[config.mk]
export PLATFORM = sky130hd
export DESIGN_NAME = dd_dequeue_prop_mq
export DESIGN_NICKNAME = d
export VERILOG_FILES = /design/src/rtl/dd_dequeue_prop_mq.sv
export SDC_FILE = /design/constraint.sdc
export NUM_CORES = 1
export LEC_CHECK = 0
export CORE_ASPECT_RATIO = 1.75
export CORE_MARGIN = 10
export CORE_UTILIZATION = 60
export DETAILED_ROUTE_END_ITERATION = 8
export PLACE_DENSITY = 0.89
export SLEW_MARGIN = 30
export SYNTH_ARGS = -nofsm -noshare
export SYNTH_HDL_FRONTEND = slang
export SYNTH_SLANG_ARGS = --single-unit
[constraint.sdc]
create_clock -name clk -period 8.25 [get_ports clk]
set_input_delay 2.475 -clock clk [delete_from_list [all_inputs] [get_ports clk]]
set_output_delay 2.475 -clock clk [all_outputs]
set_load 0.02 [all_outputs]
[src/rtl/dd_dequeue_prop_mq.sv]
// Multi-flow dequeue propagator: per-flow occupancy and back-pressure hysteresis, one dequeue plus
// one enqueue per cycle. Optional statistics outputs are enabled by DD_DEQ_PROP_MQ_STATS_EN.
module dd_dequeue_prop_mq #(
  parameter int unsigned NUM_FLOWS    = 16,
  parameter int unsigned FLOW_ID_W    = 4,
  parameter int unsigned QSIZE_W      = 8,
  parameter int unsigned START_THRESH = 4,
  parameter int unsigned STOP_THRESH  = 12
) (
  input  logic                 clk,
  input  logic                 rst,
  input  logic                 deq_valid,
  input  logic [FLOW_ID_W-1:0] deq_flow,
  input  logic                 enq_valid,
  input  logic [FLOW_ID_W-1:0] enq_flow,
  output logic                 out_valid,
  output logic [FLOW_ID_W-1:0] out_flow,
  output logic [QSIZE_W-1:0]   pkt_queue_size_out,
  output logic                 back_pressure_out,
  output logic                 activated_by_dp,
  output logic                 underflow_err,
  output logic                 overflow_err
`ifdef DD_DEQ_PROP_MQ_STATS_EN
  ,
  output logic [31:0]          activations_cnt,
  output logic [QSIZE_W-1:0]   max_qsize
`endif
);

  localparam int unsigned SW = QSIZE_W + 1;
  localparam logic [SW-1:0] SizeMax = {1'b0, {QSIZE_W{1'b1}}};
  localparam logic [SW-1:0] Start   = SW'(START_THRESH);
  localparam logic [SW-1:0] Stop    = SW'(STOP_THRESH);

  logic [QSIZE_W-1:0]   size_q [NUM_FLOWS];
  logic [QSIZE_W-1:0]   size_d [NUM_FLOWS];
  logic [NUM_FLOWS-1:0] bp_q, bp_d;

  logic          same, under, over, act;
  logic [SW-1:0] deq_cur, enq_cur, deq_new, enq_new;
  logic          deq_bp_new, enq_bp_new;

  always_comb begin
    // Dequeue and enqueue on the same flow cancel out: no size change, no errors.
    same    = deq_valid && enq_valid && (deq_flow == enq_flow);
    deq_cur = {1'b0, size_q[deq_flow]};
    enq_cur = {1'b0, size_q[enq_flow]};
    under   = deq_valid && !same && (deq_cur == '0);
    over    = enq_valid && !same && (enq_cur == SizeMax);

    if (same || under) deq_new = deq_cur;
    else               deq_new = deq_cur - SW'(1);
    enq_new = over ? enq_cur : enq_cur + SW'(1);

    act        = 1'b0;
    deq_bp_new = bp_q[deq_flow];
    if (bp_q[deq_flow] && (deq_new < Start)) begin
      deq_bp_new = 1'b0;
      act        = deq_valid;
    end else if (!bp_q[deq_flow] && (deq_new >= Stop)) begin
      deq_bp_new = 1'b1;
    end
    enq_bp_new = bp_q[enq_flow] || (enq_new >= Stop);

    size_d = size_q;
    bp_d   = bp_q;
    if (enq_valid && !same) begin
      size_d[enq_flow] = enq_new[QSIZE_W-1:0];
      bp_d[enq_flow]   = enq_bp_new;
    end
    if (deq_valid) begin
      size_d[deq_flow] = deq_new[QSIZE_W-1:0];
      bp_d[deq_flow]   = deq_bp_new;
    end
  end

  always_ff @(posedge clk or posedge rst) begin
    if (rst) begin
      for (int i = 0; i < NUM_FLOWS; i++) size_q[i] <= '0;
      bp_q               <= '0;
      out_valid          <= 1'b0;
      out_flow           <= '0;
      pkt_queue_size_out <= '0;
      back_pressure_out  <= 1'b0;
      activated_by_dp    <= 1'b0;
      underflow_err      <= 1'b0;
      overflow_err       <= 1'b0;
    end else begin
      size_q          <= size_d;
      bp_q            <= bp_d;
      out_valid       <= deq_valid;
      activated_by_dp <= act;
      underflow_err   <= under;
      overflow_err    <= over;
      if (deq_valid) begin
        out_flow           <= deq_flow;
        pkt_queue_size_out <= deq_new[QSIZE_W-1:0];
        back_pressure_out  <= deq_bp_new;
      end
    end
  end

`ifdef DD_DEQ_PROP_MQ_STATS_EN
  logic [SW-1:0] max_d;

  always_comb begin
    max_d = {1'b0, max_qsize};
    if (deq_valid && (deq_new > max_d))            max_d = deq_new;
    if (enq_valid && !same && (enq_new > max_d))   max_d = enq_new;
  end

  always_ff @(posedge clk or posedge rst) begin
    if (rst) begin
      activations_cnt <= '0;
      max_qsize       <= '0;
    end else begin
      if (act) activations_cnt <= activations_cnt + 32'd1;
      max_qsize <= max_d[QSIZE_W-1:0];
    end
  end
`endif

endmodule

==> results of run 1 <==
==> sequential cells by signal, indices dropped and copies added, names as in the netlist <==
signal	flops
out_flow	4
bp_q	16
pkt_queue_size_out	8
overflow_err	1
back_pressure_out	1
out_valid	1
size_q	128
underflow_err	1
activated_by_dp	1
==> synthesized netlist by cell type (4+ instances only) <==
cell / number
dfrtp_1: 161
nand2b_1: 9
inv_1: 12
xnor2_1: 4
buf_2: 13
mux4_2: 74
nand4_1: 10
nand3_1: 13
mux2_2: 14
or3_1: 4
o22ai_1: 13
nor4_1: 9
o21ai_0: 38
a22o_1: 8
nor4b_1: 8
o32ai_1: 7
o41ai_1: 4
buf_6: 8
and2_1: 4
clkbuf_1: 44
a22oi_1: 8
nor2_1: 48
o21ai_1: 13
nor2b_1: 8
and4_1: 4
nand2_1: 89
mux2i_1: 204
a21oi_1: 24
nor3_1: 13
buf_1: 8
==> layout make-up <==
type                            count  area (um2)
Clock buffer                       18       439.2
Clock inverter                     14       108.9
Fill cell                        1251        5862
Inverter                           14       60.06
Multi-Input combinational cell    674        6088
Sequential cell                   161        4029
Tap cell                          231       289.0
Timing Repair Buffer               60       500.5
==> routing by layer <==
metal	vias up	track usage	routed length, um	share of wire
met4	0	0.2060	2827	0.083
li1	3510	-	-	-
met5	-	0	0	0
met3	207	0.06066	2943	0.087
met2	671	0.4851	17050	0.50
met1	4243	0.3226	11150	0.33
==> worst max path at each step <==
stage	endpoint	slack [ps]
final	bp_q[10]$_DFF_PP0_	1630
after global routing	bp_q[5]$_DFF_PP0_	1400
after CTS	bp_q[10]$_DFF_PP0_	1490
after detailed placement	bp_q[10]$_DFF_PP0_	1100
after global placement	bp_q[10]$_DFF_PP0_	1220
after floorplan	activated_by_dp$_DFF_PP0_	1430
==> worst max-delay path: cells and delay by family <==
family                     cells  cell delay [ps]
adders and majority gates      1              160
buffers and inverters          3             1430
AOI/OAI and AO/OA              2              760
muxes                          1              100
and+or+nand+nor                7             1990
==> kinds of logic after synthesis <==
family | synth area share
simple gates | 0.1143
compound gates | 0.08607
flops | 0.3838
xor+xnor | 0.003337
fa+ha+maj | 0.003576
buf+inv | 0.04053
mux | 0.3683
==> per-stage QoR <==
step | worst slack, ps | cells
2_1_floorplan | 1427 | 925
3_3_place_gp | 1221 | 1139
3_5_place_dp | 1096 | 1139
4_1_cts | 1486 | 1171
5_1_grt | 1405 | 1172
6_report | 1630 | 1172
==> layout by cell type (no fill, tap or decap), drive strengths merged, types with 4 or more instances in the layout <==
cell,count
nand4,10
a31oi,4
clkinv,6
a22o,8
or3,5
nor4,12
nor2,51
mux2,14
o21ai,51
clkinvlp,5
clkbuf,18
nand3,13
o32ai,7
nor3,14
nand2,91
nor2b,8
o22ai,13
and2,4
dfrtp,161
xnor2,4
a22oi,10
inv,17
nor4b,8
buf,36
mux4,74
mux2i,204
a21oi,25
o41ai,4
clkdlybuf4s50,24
nand2b,9
and4,5
==> power groups by stage <==
stage / sequential [W] / combinational (W) / clock (W)
final: 0.00140 / 0.00184 / 0.000758
after global routing: 0.00143 / 0.00194 / 0.000788
after CTS: 0.00138 / 0.00178 / 0.000759
after detailed placement: 0.00139 / 0.00176 / 0
after global placement: 0.00136 / 0.00171 / 0
after floorplan: 0.00133 / 0.00124 / 0
==> results, run 1 <==
- In this run the critical register-to-register path is launched from size_q[65]$_DFF_PP0_.
- Across all hold checks on the routed design, the worst slack comes to 510.0 ps.
- Based on the critical path, the design can be clocked at up to 0.1511 GHz.
- The total number of H-tree levels is 4.
- The clock-pin slew of the registers on the worst-case setup and hold paths is 70 ps.
- The share of power burned in the clock network is 0.190.
- The critical path class is primary input to flop.
- The number of violations of the max-capacitance limit is 0.
- The number of unique standard cell types used by synthesis is 63.
- The final layout contains routed wiring with a total length of 33980 um.
- At the end of the flow the core is filled with cells to 0.6627.
- 0 antenna diodes ended up in the layout.
- In this run, synthesis produced a sequential element count of 161.
- The combined global-route utilization of all metal layers is 0.2910.
- STA classifies the critical path startpoint as a primary input.
- The proportion of synthesized chip area in sequential cells is 0.3838.
- The hold violation count in the final report is 0.
- After detailed placement, the total cell area comes to 0.01095 mm2.
- TritonCTS built the clock tree.
- The fraction of synthesis flops using an asynchronous set or reset pin is 1.000.
- Headroom to the max-slew limit came out at 0.2334.
- Routability-driven placement finished with a final weighted congestion of 1.030.
- The final layout net count is 943.
- The final number of max-transition violations is 0.
- The largest clock skew in the final design is 11.00 ps.
- Setup total negative slack on the finished layout was measured at 0 ps.
- The detailed-router iteration count before antenna repair is 7.
- The number of buffers inserted during clock tree synthesis is 17.
- The critical path data arrival time is 6920 ps.
- Entering global routing, the biggest net connects 101 pins.
- In the finished design, the share of the clock period the worst path needs comes to 0.8025.
- The average instance in the mapped netlist occupies 11.35 um2.
- Counting every net in the synthesized netlist gives 940.
- In this run the power spent charging and discharging nets is 0.001712 W.
- The area growth from synthesis to layout is 9.703%.
- The total power per unit cell area is 347.1 mW/mm2.
- The worst flop-to-flop path endpoint is bp_q[10]$_DFF_PP0_.
- The count of yosys warnings during synthesis is 0.
- The average vias per placed instance is 7.364.
- The prevailing post-synth register cell is dfrtp_1.
- The clock reaches the later pin of the worst-skew pair after 450 ps.
- Of the total power, the share spent switching nets is 0.4282.
- The detailed-placement wirelength estimate is 22730 um.
- The post-layout instance area is 0.01151 mm2.
- Of the post-synthesis cell area, the dominant cell type holds 0.3838.
- In the synthesized netlist, the number of instances is 925.
- Of the cells placed in the final design, the portion with a size suffix greater than 1 is 0.1998.
- The internal cell power is 0.002285 W.
- The biggest cell delay along the critical path is ~950 ps.
- The width of the chip is ~120 um.
- The proportion of power drawn by combinational gates is 0.460.
- The via count of the first global-routing pass is 8767.
- The minimum clock period after layout is roughly 6600 ps.
- The worst-path cell with the longest stage delay is clkdlybuf4s50_1.
- The run finished with clean final reports.
- Setup repair after global routing left no endpoint under its margin.
- The type of element capturing the critical path is a flop.
- The number of antenna violations at the first check in global routing is 0.
- At the pin with the least slew margin, the transition time is 1146 ps.
- In this run, synthesis inferred 0 flip-flops with an integrated enable.
- The library cell occupying the most area in the post-synthesis netlist is dfrtp_1.
- The part of the total power dissipated in sequential elements is 0.350.
- The first global-routing pass estimated 52050 um of wire.
- The TritonCTS sink count is 161.
- During placement, the flow inserted port buffers numbering 28.
- CTS placed an instance of clkbuf_16 at the clock tree root.
- The largest vdd supply drop is 0.1919 mV.
- Summed over all cells, the static leakage comes to 4.789 nW.
- The kind of path behind the tightest hold check is flop to flop.
- The number of nets with antenna violations after routing is 0.
- The floorplan step set the die height to 195.0 um.
- During I/O placement, the number of pins put on the boundary was 29.
- The overall power is 0.003997 W.
- The via count is between 8k and 9k.
- Of all nets on the critical path, the largest fanout is 19.
- Dividing the detail-routed wire length by the instance count gives 28.99 um.
- The hold-critical path depth is 1.
- For hold timing, the worst endpoint is out_flow[0]$_DFFE_PP0P_.
- At the worst endpoint, the required time is between 8000 and 9000 ps.
- Yosys attributes the largest share of cell area to dfrtp_1 (38%), mux2i_1 (19%), mux4_2 (16%), nand2_1 (3.2%), o21ai_0 (1.8%).
- The core region is 0.01738 mm2.
- Setup violations remaining at the end of the flow were counted as 0.
- The signal on the critical path passes through clkdlybuf4s50_1 -> nor2_1 -> nand2_1 -> nand4_1 -> inv_1 -> ha_1 -> nand2_1 -> a31oi_1 -> nand4_1 -> and4b_1 -> a21oi_4 -> nor4bb_4 -> buf_4 -> mux2i_1.
- Across all register-to-register paths, the minimum setup slack is 4070 ps.
- In the routed design, unresolved DRC markers number 0.
- The cell area after synthesis is approximately 0.010 mm2.
- The startpoint of the lowest-slack hold path is out_flow[0]$_DFFE_PP0P_.
- Post-CTS timing repair inserted 0 buffers for setup.
- Global routing finished with a remaining overflow of 0.
- For this configuration, the core starts out at a cell density of 0.6040.
- Buffers inserted to repair hold after CTS numbered 0.
- The floorplan step defined a die boundary enclosing ~0.023 mm2.
- The longest clock path from root to sink contains 2 buffers.
- The count of routing violations after the opening detailed-route iteration is 1280.
- The number of cells on the worst reg-to-reg path is 13.
- The initialized floorplan defines 64 standard-cell rows.
- The post-cts sizing count is 0.
- The launch point of the critical path is deq_flow[2].
Power figures use the tool's default switching activity.
==> inputs of run 2 (changes only) <==
- CORE_UTILIZATION: 60 -> 57
- PLACE_DENSITY: 0.89 -> 0.88
- clock period: 8.25 -> 5.7 ns (I/O delays scaled with it)
==> run 2 against run 1 <==
  * Register-to-register slack worse by 2100 ps
  * Cell count rose by 3.0%
  * First-iteration DRC count decreased by 16%
  * Critical endpoint is now bp_q[1]$_DFF_PP0_
  * Via count down 0.27%
==> results, run 2 (synthesis gave the netlist of run 1 again) <==
- The minimum clock period after layout is 5131 ps.
- The largest fanout on the critical path was 17 (-2).
- The number of input and output port buffers inserted was 28 (unchanged).
- Compared with the post-synthesis result, the final layout area differs by 12.18%.
- The combined global-route utilization of all metal layers is 0.2861 (-0.004842).
- The most common cell after layout, fill and taps aside is mux2i_1.
- The detailed-placement wirelength estimate is 24180 um (+6.4%).
- The number of primary I/O pins was 29 (unchanged).
- The post-cts sizing count is 0 (unchanged).
- The final clock period utilization by the worst path is 0.9002.
- The number of filler cells placed in the layout is 1369 (+9.4%).
- The final core area utilization was 0.6522 (-0.01048).
- The starting utilization of the core area was 0.5814 (-0.02269).
- The biggest cell delay along the critical path is 750 ps (-200 ps).
- The residual DRC count was 0 (unchanged).
- Ranked by flip-flop count, first place goes to size_q.
- The TritonCTS clock tree is done.
- The setup total negative slack came to 0 ps (unchanged).
- The via count of the first global-routing pass was 8694 (-0.83%).
- The final number of max-transition violations is 0 (unchanged).
- The critical path class is primary input to flop.
- The wire length of the first global-routing pass was 51900 um (-0.28%).
- The total wire length was 34120 um (+0.42%).
- Setup repair after global routing left no endpoint under its margin.
- The number of nets with antenna violations after routing is 0 (unchanged).
- The detailed-router iteration count before antenna repair is 6 (-1).
- The run finished with clean final reports.
- The maximum number of pins on one net before global-route repair is 122 (+21%).
- The number of buffers inserted during clock tree synthesis is 17 (unchanged).
- The number of violations of the max-capacitance limit came to 0 (unchanged).
- The number of antenna violations at the first check in global routing came to 0 (unchanged).
- The number of setup violations in the final report is 0 (unchanged).
- Traced cell by cell, the critical path runs through clkdlybuf4s50_1 -> nor2b_1 -> a22oi_2 -> nand2_2 -> inv_1 -> ha_1 -> nand2_1 -> a31oi_1 -> nand4_1 -> o211ai_1 -> o2111ai_1 -> nor4bb_4 -> buf_4 -> o22ai_1.
- The clock latency of the later-clocked register in the worst-skew pair is 460 ps (about the same).
- The worst-path cell with the longest stage delay is clkdlybuf4s50_1.
- The largest buffer count on any clock path is 2 (unchanged).
- The width of the chip is 122.6 um (+2.2%).
- The worst setup path is captured at a flop.
- Based on the critical path, the design can be clocked at up to 0.1949 GHz.
- The average routed wire per standard cell is 28.27 um (-2.5%).
- The final global-route overflow total is 0 (unchanged).
- The die extent in y came to 199.5 um (+2.3%).
- The transition time of the tightest slew-check pin is 1038 ps (-108.1 ps).
- The worst setup path is launched from a primary input.
- The endpoint required time on the critical path is 6010 ps (-2540 ps).
- The largest registers in the layout are size_q (128), bp_q (16), pkt_queue_size_out (8).
- The remaining max-slew budget at the tightest pin is 0.3057 (+0.07231).
- The count of hold buffers inserted by post-cts repair is 0 (unchanged).
- The total number of H-tree levels is 4 (unchanged).
- The critical path data arrival time is 5440 ps (-1480 ps).
- The path class of the tightest hold or removal check is flop to flop.
- The total core area is 0.01805 mm2 (+3.9%).
- The leakage power total is 4.944 nW (+3.2%).
- The die footprint is 0.02446 mm2 (+4.5%).
- The buffer type at the clock tree root is clkbuf_16.
- The TritonCTS sink count is 161 (unchanged).
- The total inserted antenna cells is 0 (unchanged).
- The total power per unit cell area came to 500.8 mW/mm2 (+44%).
- The average vias per placed instance is 7.132 (-3.2%).
- The count of routing violations after the opening detailed-route iteration is 1077 (-16%).
- The number of flip-flops under the largest register name is 128 (unchanged).
- The number of post-CTS setup repair buffers is 0 (unchanged).
- The clock-pin slew of the registers on the worst-case setup and hold paths is 70 ps (about the same).
- The share of final-layout standard cells stronger than drive strength 1 is 0.2210 (+0.02118).
- The largest clock skew in the final design came to 12.26 ps (+1.256 ps).
- The via count came to 8608 (-0.27%).
- The hold violation count in the final report is 0 (unchanged).
- The final layout net count is 975 (+3.4%).
- In the layout the commonest cells are mux2i_1 (204), dfrtp_1 (161), nand2_1 (89).
- The count of standard-cell rows is 65 (+1.6%).
- The largest vdd supply drop is 0.3224 mV (+68%).
- The final weighted congestion in routability-driven placement is 0.9780 (-5.1%).
[run 2: cell types whose count changed in the layout (fill, tap and decap cells not counted), sizes merged]
| cell | delta |
|---|---|
| buf | +32 |
| inv | -2 |
| clkbuf | -1 |
| bufinv | +1 |
| clkinvlp | +3 |
| clkinv | -1 |
[run 2: routing by layer]
| layer | wire length, um | share of wire | global-route usage | vias to the layer above |
|---|---|---|---|---|
| li1 | - | - | - | 3577 |
| met1 | 11290 | 0.33 | 0.3134 | 4218 |
| met2 | 17330 | 0.51 | 0.4762 | 644 |
| met3 | 2751 | 0.081 | 0.05425 | 169 |
| met4 | 2752 | 0.081 | 0.2204 | 0 |
| met5 | 0 | 0 | 0 | - |
[run 2: area by class of cell]
cell class | instances | area [um2] | area share
multi-input cells | 674 | 6070 | 0.5155
clock buffers | 17 | 425.4 | 0.03613
repair buffers | 92 | 765.7 | 0.06503
well taps | 234 | 292.8 | 0.02486
inverters | 14 | 56.30 | 0.004782
clock inverters | 15 | 136.4 | 0.01158
flip-flops and latches | 161 | 4029 | 0.3422
[run 2: worst max-delay path: cells and delay by family]
family	cells	cell delay [ps]
simple gates	5	1160
fa+ha+maj	1	140
compound gates	5	1260
buf+inv	3	1150
[run 2: worst paths after layout]
| kind | startpoint | to | slack [ps] | cells after the start |
|---|---|---|---|---|
| max | deq_flow[2] | bp_q[1]$_DFF_PP0_ | 570 | 14 |
| min | pkt_queue_size_out[0]$_DFFE_PP0P_ | pkt_queue_size_out[0]$_DFFE_PP0P_ | 520 | 1 |
| max reg2reg | size_q[1]$_DFF_PP0_ | bp_q[1]$_DFF_PP0_ | 2010 | 13 |
| min reg2reg | pkt_queue_size_out[0]$_DFFE_PP0P_ | pkt_queue_size_out[0]$_DFFE_PP0P_ | 520 | 1 |
| max in group asynchronous | rst | size_q[89]$_DFF_PP0_ | 3350 | 3 |
| min in group asynchronous | rst | pkt_queue_size_out[7]$_DFFE_PP0P_ | 1480 | 2 |
[run 2: where the power goes]
| group | internal [W] | switching (W) | leakage (nW) |
|---|---|---|---|
| combinational | 0.00116 | 0.00154 | 2.69 |
| sequential | 0.00163 | 0.000451 | 2.00 |
| clock | 0.000602 | 0.000514 | 0.254 |
| total | 0.00339 | 0.00250 | 4.94 |
[run 2: per-stage QoR]
stage / hold slack, ps / worst slack [ps] / std cells / cell area (um2) / total power (W)
after floorplan: 526.3 / 817.7 / 925 / 10500 / 0.003720
final: 515.6 / 568.7 / 1207 / 11780 / 0.005897
after CTS: 520.7 / 669.3 / 1207 / 11780 / 0.005808
after detailed placement: 498.8 / 217.2 / 1175 / 11210 / 0.004682
after global routing: 531.9 / 303.7 / 1207 / 11780 / 0.006145
after global placement: 491.3 / 229.1 / 1175 / 11210 / 0.004575
